## src/rtl/div_scheduler.sv

```systemverilog
// Two-requester round-robin front end for a shared, handshake-free divider.
// Registers operands to the divider and returns each quotient to its issuer.
module div_scheduler #(
    parameter int unsigned DIV_LATENCY = 8,
    parameter int unsigned ISSUE_GAP   = 0
) (
    input  logic        clk,
    input  logic        clear_b,
    input  logic        req0_valid,
    output logic        req0_ready,
    input  logic [31:0] req0_n,
    input  logic [31:0] req0_d,
    input  logic        req1_valid,
    output logic        req1_ready,
    input  logic [31:0] req1_n,
    input  logic [31:0] req1_d,
    output logic [31:0] div_n,
    output logic [31:0] div_d,
    input  logic [31:0] div_q,
    output logic        rsp0_valid,
    output logic [31:0] rsp0_q,
    output logic        rsp0_dz,
    output logic        rsp1_valid,
    output logic [31:0] rsp1_q,
    output logic        rsp1_dz,
    output logic        busy
);

    localparam int unsigned DEPTH = DIV_LATENCY + 1;
    localparam int unsigned OUT   = DIV_LATENCY;
    localparam int unsigned GAP_W = (ISSUE_GAP > 0) ? $clog2(ISSUE_GAP + 1) : 1;

    typedef struct packed {
        logic valid;
        logic tag;
        logic dz;
    } trk_t;

    trk_t             trk [DEPTH];
    logic [GAP_W-1:0] gap_cnt;
    logic             last_grant;
    logic             slot_free;
    logic             sel0;
    logic             sel1;
    logic             issue;
    logic             win_dz;
    logic [31:0]      win_n;
    logic [31:0]      win_d;

    // Arbitration: a lone requester wins; on contention the one not granted last wins.
    always_comb begin
        slot_free  = (gap_cnt == '0);
        sel1       = req1_valid & (~req0_valid | ~last_grant);
        sel0       = req0_valid & ~sel1;
        req0_ready = slot_free & sel0;
        req1_ready = slot_free & sel1;
        issue      = req0_ready | req1_ready;
        win_n      = sel1 ? req1_n : req0_n;
        win_d      = sel1 ? req1_d : req0_d;
        win_dz     = (win_d[30:0] == 31'd0);
    end

    always_comb begin
        busy = rsp0_valid | rsp1_valid;
        for (int unsigned i = 0; i < DEPTH; i++) begin
            busy = busy | trk[i].valid;
        end
    end

    // Operand registers, grant history and issue spacing.
    always_ff @(posedge clk or negedge clear_b) begin
        if (!clear_b) begin
            div_n      <= '0;
            div_d      <= '0;
            last_grant <= 1'b1;
            gap_cnt    <= '0;
        end else if (issue) begin
            div_n      <= win_n;
            div_d      <= win_d;
            last_grant <= sel1;
            gap_cnt    <= GAP_W'(ISSUE_GAP);
        end else if (gap_cnt != '0) begin
            gap_cnt    <= gap_cnt - GAP_W'(1);
        end
    end

    // Tag pipeline aligned so its last stage coincides with the matching div_q.
    always_ff @(posedge clk or negedge clear_b) begin
        if (!clear_b) begin
            for (int unsigned i = 0; i < DEPTH; i++) begin
                trk[i] <= '0;
            end
        end else begin
            trk[0] <= '{valid: issue, tag: sel1, dz: win_dz};
            for (int unsigned i = 1; i < DEPTH; i++) begin
                trk[i] <= trk[i-1];
            end
        end
    end

    // Response capture; quotient and flag hold between pulses.
    always_ff @(posedge clk or negedge clear_b) begin
        if (!clear_b) begin
            rsp0_valid <= 1'b0;
            rsp0_q     <= '0;
            rsp0_dz    <= 1'b0;
            rsp1_valid <= 1'b0;
            rsp1_q     <= '0;
            rsp1_dz    <= 1'b0;
        end else begin
            rsp0_valid <= trk[OUT].valid & ~trk[OUT].tag;
            rsp1_valid <= trk[OUT].valid & trk[OUT].tag;
            if (trk[OUT].valid & ~trk[OUT].tag) begin
                rsp0_q  <= div_q;
                rsp0_dz <= trk[OUT].dz;
            end
            if (trk[OUT].valid & trk[OUT].tag) begin
                rsp1_q  <= div_q;
                rsp1_dz <= trk[OUT].dz;
            end
        end
    end

endmodule

```

## config.mk

```make
export PLATFORM = sky130hd
export DESIGN_NAME = div_scheduler
export DESIGN_NICKNAME = d
export VERILOG_FILES = /design/src/rtl/div_scheduler.sv
export SDC_FILE = /design/constraint.sdc
export NUM_CORES = 1
export LEC_CHECK = 0
export ABC_CLOCK_PERIOD_IN_PS = 3100
export CORE_MARGIN = 3
export CORE_UTILIZATION = 40
export DETAILED_ROUTE_END_ITERATION = 10
export PLACE_DENSITY_LB_ADDON = 0.15
export SLEW_MARGIN = 15
export SYNTH_ARGS = -nofsm -noshare
export SYNTH_HDL_FRONTEND = slang
export SYNTH_SLANG_ARGS = --single-unit
```

## constraint.sdc

```tcl
create_clock -name clk -period 3.1 [get_ports clk]
set_clock_uncertainty 0.15 [all_clocks]
set_input_delay 0.31 -clock clk [delete_from_list [all_inputs] [get_ports clk]]
set_output_delay 0.31 -clock clk [all_outputs]
set_load 0.05 [all_outputs]
```

==> results by stage, run 1 <==
Critical path:
- In this run the critical register-to-register path is captured at rsp1_q[6].
- On the worst path, the slowest cell contributes a delay of 730 ps.
- Data arrives at the worst endpoint at 1910 ps.
- STA classifies the critical path endpoint as an output pin.
- Together, buffers and inverters on the worst path number 1.
- The worst-case register-to-register setup slack is 1290 ps.
- The kind of launch point of the worst setup path is a flop.
- The critical path class is reg2out.
- For this design, the slowest cell found on the critical path is sky130_fd_sc_hd__clkdlybuf4s50_1.
- Walking the worst path, the cells encountered are nor4_1 > nand3_1 > clkdlybuf4s50_1.
- The worst register-to-register path has a depth of 3.
- The required time reported for the critical path endpoint is 2640 ps.
- The worst register-to-register path begins at trk[1].
- Of all nets on the critical path, the largest fanout is 2.
- The number of logic stages on the critical path including buffering is 3.
- On the critical path the largest part of the delay comes from buffers and inverters.

Synthesis:
- Yosys mapped a number of flops with a built-in enable equal to 0.
- The post-synthesis async set-or-reset flop share is 100%.
- Yosys attributes the largest share of cell area to sky130_fd_sc_hd__dfrtp_1 (62%), sky130_fd_sc_hd__mux2_2 (12%), sky130_fd_sc_hd__mux2i_1 (10%).
- The gate count after technology mapping is 485.
- After synthesis, the most frequently instantiated cells are sky130_fd_sc_hd__dfrtp_1 (159), sky130_fd_sc_hd__mux2_2 (66), sky130_fd_sc_hd__mux2i_1 (65), sky130_fd_sc_hd__nand2_1 (55), sky130_fd_sc_hd__o21ai_0 (50).
- The post-synthesis average cell area is 13.1 µm².
- The area share of the leading cell type in the synthesized netlist is 62.4%.
- Summing every instance area after synthesis gives 6380 µm².
- The number of different library cells used by synthesis comes to 23.
- The most frequently used flop master after synthesis is sky130_fd_sc_hd__dfrtp_1.
- The Yosys step of the flow raised 0 warnings.
- The cell type contributing the most total cell area after synthesis is sky130_fd_sc_hd__dfrtp_1.
- The most common cell in the synthesized netlist is sky130_fd_sc_hd__dfrtp_1.
- The synthesized net count is 649.
- Synthesis inferred 160 register bits.
- The share of synthesized area occupied by flip-flops and latches is 62.8%.

Route:
- After detailed routing, the number of remaining DRC violations is 0.
- The count of routing violations after the opening detailed-route iteration is 237.
- Wires add up to 17.6 mm.
- Using the TritonRoute via totals, the vias-per-cell ratio works out to 4.90.
- The via count is 4,928.
- The antenna violation net count after detailed routing is 0.
- The per-cell routed wire length is 17.5 µm.
- The first TritonRoute pass finished after 6 iterations.

Timing:
- The number of hold violations in the final report is 0.
- The peak clock frequency supported by timing is 421 MHz.
- The post-layout minimum cycle time is 2370 ps.
- The slew of the pin with the lowest slew margin is 882 ps.
- Dividing the final minimum period by the clock period gives 76.5%.
- The final-report max-slew violation count was 0.
- Setup repair after global routing left no endpoint under its margin.
- The worst pin sits at a relative slew slack of 41.2%.
- Setup violations remaining at the end of the flow were counted as 0.
- The worst hold margin is 195 ps.
- The accumulated negative setup slack is 0 ps.

Global routing:
- The number of antenna violations at the first check in global routing is 0.
- The total overflow left after global routing is 0.
- The via count of the first global-routing pass is 5,312.
- The first-pass GRT wire length is 28.5 mm.
- For this run, the total global-route usage over all layers was measured as 20.5%.
- The largest net degree at the start of global routing is 78.

Clock network:
- The number of buffers inserted by post-CTS setup repair is 0.
- Clock latency on the worst-skew pair, taken at its later pin, is 410 ps.
- After clock tree synthesis, the repair step resized 0 gates.
- After clock tree synthesis, the clock-pin slew on the worst setup and hold paths is 60 ps.
- The CTS tree is built.
- TritonCTS created 17 clock buffers.
- The maximum level of the CTS H-tree is 4.
- The tree is rooted in a sky130_fd_sc_hd__clkbuf_16.
- The number of buffers between clock root and the deepest sink is 2.
- The tree built by TritonCTS fans out to 160 sinks.

Min path:
- The worst hold path begins at trk[12].
- Counting instances, the worst hold path has a depth of 0.
- For hold timing, the worst endpoint is trk[9].
- The min-delay analysis places its worst path in the category reg2reg.

Pwr:
- Summing internal, switching and leakage power gives 0.00675 W.
- Across the VDD grid, the largest voltage drop is 0.393 mV.
- The analysis attributes to cell leakage a power of 4.32 nW.
- The power density over cell area is 664 nW/µm².

Cells and area:
- The post-route cell area is 10,200 µm².
- The antenna diode instance count is 0.
- The net count of the finished layout is 946.
- Cells with a size suffix above 1 make up 14.1% of the layout.
- The area added between synthesis and finish is 59.4%.

Outcome:
- The run finished with clean final reports.

Placed design:
- The standard cell area after detailed placement is 9530 µm².
- The final RePlAce weighted congestion is 0.927.
- During placement, the flow inserted port buffers numbering 298.
- Detailed placement ended at an HPWL of 13.3 mm.

Flow run:
- The reported max-cap violation count is 0.

Die:
- For this configuration, the core starts out at a cell density of 41.3%.
- The height of the die is 132 µm.
- The number of placed I/O pins is 299.
- The core box area is 15,400 µm².
- The overall die width is 132 µm.
- The initialized floorplan defines 45 standard-cell rows.
- The floorplan die area is 17,500 µm².
## stage by stage
step,std cells,setup WS [ps],util [%]
floorplan,485,1050,-
global placement,973,897,61.7
detailed placement,973,837,61.7
CTS,1006,687,65.9
global route,1006,614,65.9
finish,1006,727,65.9
## report_power, final
| group | switching, W | leakage (nW) | internal [W] |
|---|---|---|---|
| registers | 0.000141 | 1.90 | 0.00235 |
| logic | 0.00126 | 2.11 | 0.000796 |
| clock network | 0.000795 | 0.309 | 0.00141 |
| total | 0.00220 | 4.32 | 0.00455 |
## logic make-up (layout without fill, tap and decap cells)
family          after synthesis  in the layout  synth area share [%]
flops                       160            160                  62.8
mux                         131            131                  21.9
simple gates                 96             96                  6.61
compound gates               67             67                  5.51
buf+inv                      31            341                  3.22
## flip-flops by register name, summed over array words and instances (netlist names)
name	flops
div_d	32
div_n	32
last_grant	1
rsp0_dz	1
rsp0_q	32
rsp0_valid	1
rsp1_dz	1
rsp1_q	32
rsp1_valid	1
trk	27
## placed cells by master (no fill, tap or decap)
| master | Yosys | layout |
|---|---|---|
| sky130_fd_sc_hd__clkbuf_1 | 4 | 1 |
| sky130_fd_sc_hd__clkinvlp_4 | 0 | 2 |
| sky130_fd_sc_hd__a21boi_4 | 1 | 1 |
| sky130_fd_sc_hd__clkinv_2 | 0 | 5 |
| sky130_fd_sc_hd__nor2b_1 | 2 | 1 |
| sky130_fd_sc_hd__mux2i_1 | 65 | 65 |
| sky130_fd_sc_hd__o21ai_0 | 50 | 50 |
| sky130_fd_sc_hd__buf_6 | 4 | 1 |
| sky130_fd_sc_hd__nand4_1 | 2 | 2 |
| sky130_fd_sc_hd__clkbuf_16 | 0 | 17 |
| sky130_fd_sc_hd__o21a_1 | 1 | 1 |
| sky130_fd_sc_hd__nand3_1 | 3 | 3 |
| sky130_fd_sc_hd__inv_1 | 2 | 2 |
| sky130_fd_sc_hd__mux2_2 | 66 | 66 |
| sky130_fd_sc_hd__a21oi_1 | 12 | 12 |
| sky130_fd_sc_hd__bufinv_16 | 0 | 4 |
| sky130_fd_sc_hd__buf_4 | 9 | 8 |
| sky130_fd_sc_hd__nor2_1 | 13 | 13 |
| sky130_fd_sc_hd__dfrtp_1 | 159 | 159 |
| sky130_fd_sc_hd__o21ai_1 | 3 | 3 |
| sky130_fd_sc_hd__clkbuf_8 | 0 | 3 |
| sky130_fd_sc_hd__or2_1 | 1 | 1 |
| sky130_fd_sc_hd__nor2b_4 | 0 | 1 |
| sky130_fd_sc_hd__nor4_1 | 16 | 16 |
| sky130_fd_sc_hd__nor3_1 | 4 | 4 |
| sky130_fd_sc_hd__dfstp_2 | 1 | 1 |
| sky130_fd_sc_hd__dlygate4sd3_1 | 0 | 1 |
| sky130_fd_sc_hd__buf_12 | 0 | 3 |
| sky130_fd_sc_hd__clkdlybuf4s50_1 | 0 | 294 |
| sky130_fd_sc_hd__nand2_1 | 55 | 55 |
## worst max path at each step
stage	endpoint	from	slack, ps
2_1_floorplan	req0_ready	last_grant	1050
3_5_place_dp	req1_ready	req1_valid	840
4_1_cts	busy	trk[23]	690
6_report	busy	trk[23]	730
5_1_grt	busy	trk[23]	610
3_3_place_gp	req1_ready	req1_valid	900
## routing by layer
metal / track usage (%) / wire (µm)
met1: 25.5 / 7140
met2: 33.8 / 8730
met3: 5.95 / 1210
met4: 8.49 / 538
met5: 0 / 0
## final cells by class
| cell class | count | area [µm²] |
|---|---|---|
| well taps | 211 | 264 |
| inverters | 2 | 7.51 |
| fillers | 1159 | 5260 |
| multi-input cells | 294 | 2170 |
| clock inverters | 11 | 160 |
| clock buffers | 21 | 470 |
| flip-flops and latches | 160 | 4010 |
| repair buffers | 307 | 3080 |
## timing repair
| action | 4_1_cts | 5_1_grt |
|---|---|---|
| hold buffers | 1 | 0 |
| endpoints found under the hold margin | 52 | 0 |
| setup endpoints to repair | 0 | 0 |
Power figures use the tool's default switching activity.
==> run 2, diff against run 1 <==
Settings changed: ABC_CLOCK_PERIOD_IN_PS 3100 to 2100, CORE_UTILIZATION 40 to 37.
Clock period 3.1 ns to 2.1 ns, I/O delays scaled along.
==> results by stage, run 2 (synthesis results as in run 1) <==
Route:
- The per-cell routed wire length is 16.9 µm.
- The count of routing violations after the opening detailed-route iteration is 134.
- The first-pass detailed-route iteration total is 4.
- The detailed-route wire length is 17.3 mm.
- The met3 wire length is 1.50 mm.
- The DRC violations left is 0.
- The via count is 4,969.
- Summed over all nets, wire length on met2 after detailed routing comes to 8.67 mm.
- Signal routing reaches up to met4.
- The antenna violation net count after detailed routing is 0.
- After detailed routing, the number of vias per cell comes to 4.86.
- The detailed-routing wirelength on met1 is 6.86 mm.

Pwr:
- The power density over cell area is 965 nW/µm².
- The peak supply drop is 0.574 mV.
- The switching share of power is 33.7%.
- The internal power of the cells is 0.00659 W.
- Per report_power, the sequential group accounts for 36.8% of the total.
- The portion of total power attributed to the clock network is 32.2%.
- In this run, the combinational gates consume 31.0% of the power.
- The analysis attributes to net switching a power of 0.00335 W.
- The standby leakage power is 4.37 nW.

Die:
- The initialized floorplan defines 47 standard-cell rows.
- The overall die width is 137 µm.
- The core box area is 16,700 µm².
- The floorplan die area is 18,800 µm².
- The number of placed I/O pins is 299.
- The die is 137 µm tall.
- Once the floorplan was initialized, standard cells occupied 38.2% of the core.

Placed design:
- The count of input and output buffers is 298.
- The post-detailed-placement half-perimeter wirelength is 13.0 mm.
- At the end of routability-driven placement, the weighted congestion stood at 0.882.
- Once placement completed, the tool counted placed cells totaling 988.
- The post-placement setup slack is 197 ps.

Cells and area:
- Cells with a size suffix above 1 make up 15.0% of the layout.
- The count of non-filler cells in the finished layout is 1,022.
- The antenna diode instance count is 0.
- The final standard cell utilization of the core is 61.6%.
- From synthesis to final layout, the design area changed by 61.4%.
- The layout filler cell count is 1,341.
- Leaving out fill and tap cells, the most frequent cell in the layout is sky130_fd_sc_hd__clkdlybuf4s50_1.
- In the layout the commonest cells are sky130_fd_sc_hd__clkdlybuf4s50_1 (293), sky130_fd_sc_hd__dfrtp_1 (159), sky130_fd_sc_hd__mux2_2 (66).
- In the final design database the tool counted 953 nets.

Critical path:
- The critical path class is reg2out.
- The required time reported for the critical path endpoint is 1740 ps.
- The arrival time of the worst setup path is 1630 ps.
- The kind of launch point of the worst setup path is a flop.
- The maximum single-stage delay on the critical path is 850 ps.
- The sort of element at the end of the critical path is an output pin.
- The critical path's top delay family is buffers and inverters.
- The critical path goes through clkdlybuf4s50_1.
- Along the worst path, the maximum fanout reaches 2.
- The largest individual stage delay along the critical path comes from the cell sky130_fd_sc_hd__clkdlybuf4s50_1.
- Together, buffers and inverters on the worst path number 1.

Timing:
- Setup violations remaining at the end of the flow were counted as 0.
- The worst hold margin is 118 ps.
- The final-report max-slew violation count came to 0.
- Once routing completed, OpenROAD measured the worst setup slack at 109 ps.
- The post-route clock period utilization is 94.8%.
- The routed design could run at a clock period as short as 1990 ps.
- The peak clock frequency supported by timing is 502 MHz.
- In this run the tightest slew margin relative to its limit is 62.5%.
- The slew of the pin with the lowest slew margin is 560 ps.
- The number of hold violations in the final report is 0.
- Setup repair after global routing left no endpoint under its margin.
- The accumulated negative setup slack is 0 ps.

Global routing:
- The first-pass GRT wire length is 26.7 mm.
- The via count of the first global-routing pass is 5,166.
- The number of antenna violations at the first check in global routing was 0.
- The overall routing resource usage is 18.3%.
- Entering global routing, the biggest net connects 57 pins.
- The total overflow left after global routing is 0.

Clock network:
- The number of clock sinks is 160.
- Clock tree synthesis inserted a total of 17 buffers.
- The later-pin clock latency in the skew report is 410 ps.
- The CTS tree is built.
- The H-tree generated during clock tree synthesis spans 4 levels.
- CTS placed an instance of sky130_fd_sc_hd__clkbuf_16 at the clock tree root.
- The number of setup buffers added after CTS is 0.
- The number of buffers between clock root and the deepest sink is 2.
- The clock-pin slew on the worst setup and hold paths is 70 ps.

Min path:
- The tightest min-delay check is of the in2reg type.

Flow run:
- The reported max-cap violation count is 0.

Outcome:
- The flow ran to the end, and the final reports show no timing, DRC or antenna violations.
run 2: stage by stage:
| step | total power, W | area (µm²) |
|---|---|---|
| 2_1_floorplan | 0.00549 | 6380 |
| 3_3_place_gp | 0.00677 | 9650 |
| 3_5_place_dp | 0.00682 | 9650 |
| 4_1_cts | 0.0100 | 10300 |
| 5_1_grt | 0.0103 | 10300 |
| 6_report | 0.00994 | 10300 |
run 2: path summary, 6_finish.rpt:
check                      startpoint          to  slack (ps)  cells past startpoint
max                         div_d[11]   div_d[11]         110                      1
min                        req0_valid    div_n[9]         120                      3
max reg2reg                last_grant     trk[24]         540                      5
min reg2reg                    trk[7]      trk[4]         200                      0
max in group asynchronous     clear_b   rsp0_q[9]         970                      3
min in group asynchronous     clear_b  rsp0_q[22]         180                      2
run 2: worst min-delay path, stage by stage:
cell,delay [ps]
sky130_fd_sc_hd__buf_4,180
sky130_fd_sc_hd__mux2i_1,150
sky130_fd_sc_hd__o21ai_0,80
run 2: repair_timing:
item | in CTS | in global routing
endpoints found under the hold margin | 51 | 0
hold buffers | 2 | 0
resized for setup | 0 | 0
endpoints found under the setup margin | 0 | 0
run 2: power by group through the flow:
stage | clock, W | combinational, W | sequential [W]
2_1_floorplan | 0 | 0.000535 | 0.00495
6_report | 0.00320 | 0.00308 | 0.00366
4_1_cts | 0.00327 | 0.00311 | 0.00366
3_3_place_gp | 0 | 0.00307 | 0.00370
3_5_place_dp | 0 | 0.00311 | 0.00371
5_1_grt | 0.00341 | 0.00323 | 0.00370
run 2: layout make-up:
| class | count | area (µm²) | share of cell area (%) |
|---|---|---|---|
| Sequential cell | 160 | 4010 | 38.9 |
| Timing Repair Buffer | 314 | 3210 | 31.2 |
| Multi-Input combinational cell | 294 | 2170 | 21.1 |
| Clock buffer | 18 | 439 | 4.27 |
| Tap cell | 220 | 275 | 2.67 |
| Clock inverter | 14 | 183 | 1.77 |
| Inverter | 2 | 7.51 | 0.0729 |
run 2: metal layers:
| layer | track usage [%] | vias to the layer above |
|---|---|---|
| met5 | 0 | - |
| met4 | 6.43 | 0 |
| met3 | 6.36 | 21 |
| met2 | 30.9 | 200 |
| met1 | 21.9 | 2431 |
| li1 | - | 2317 |
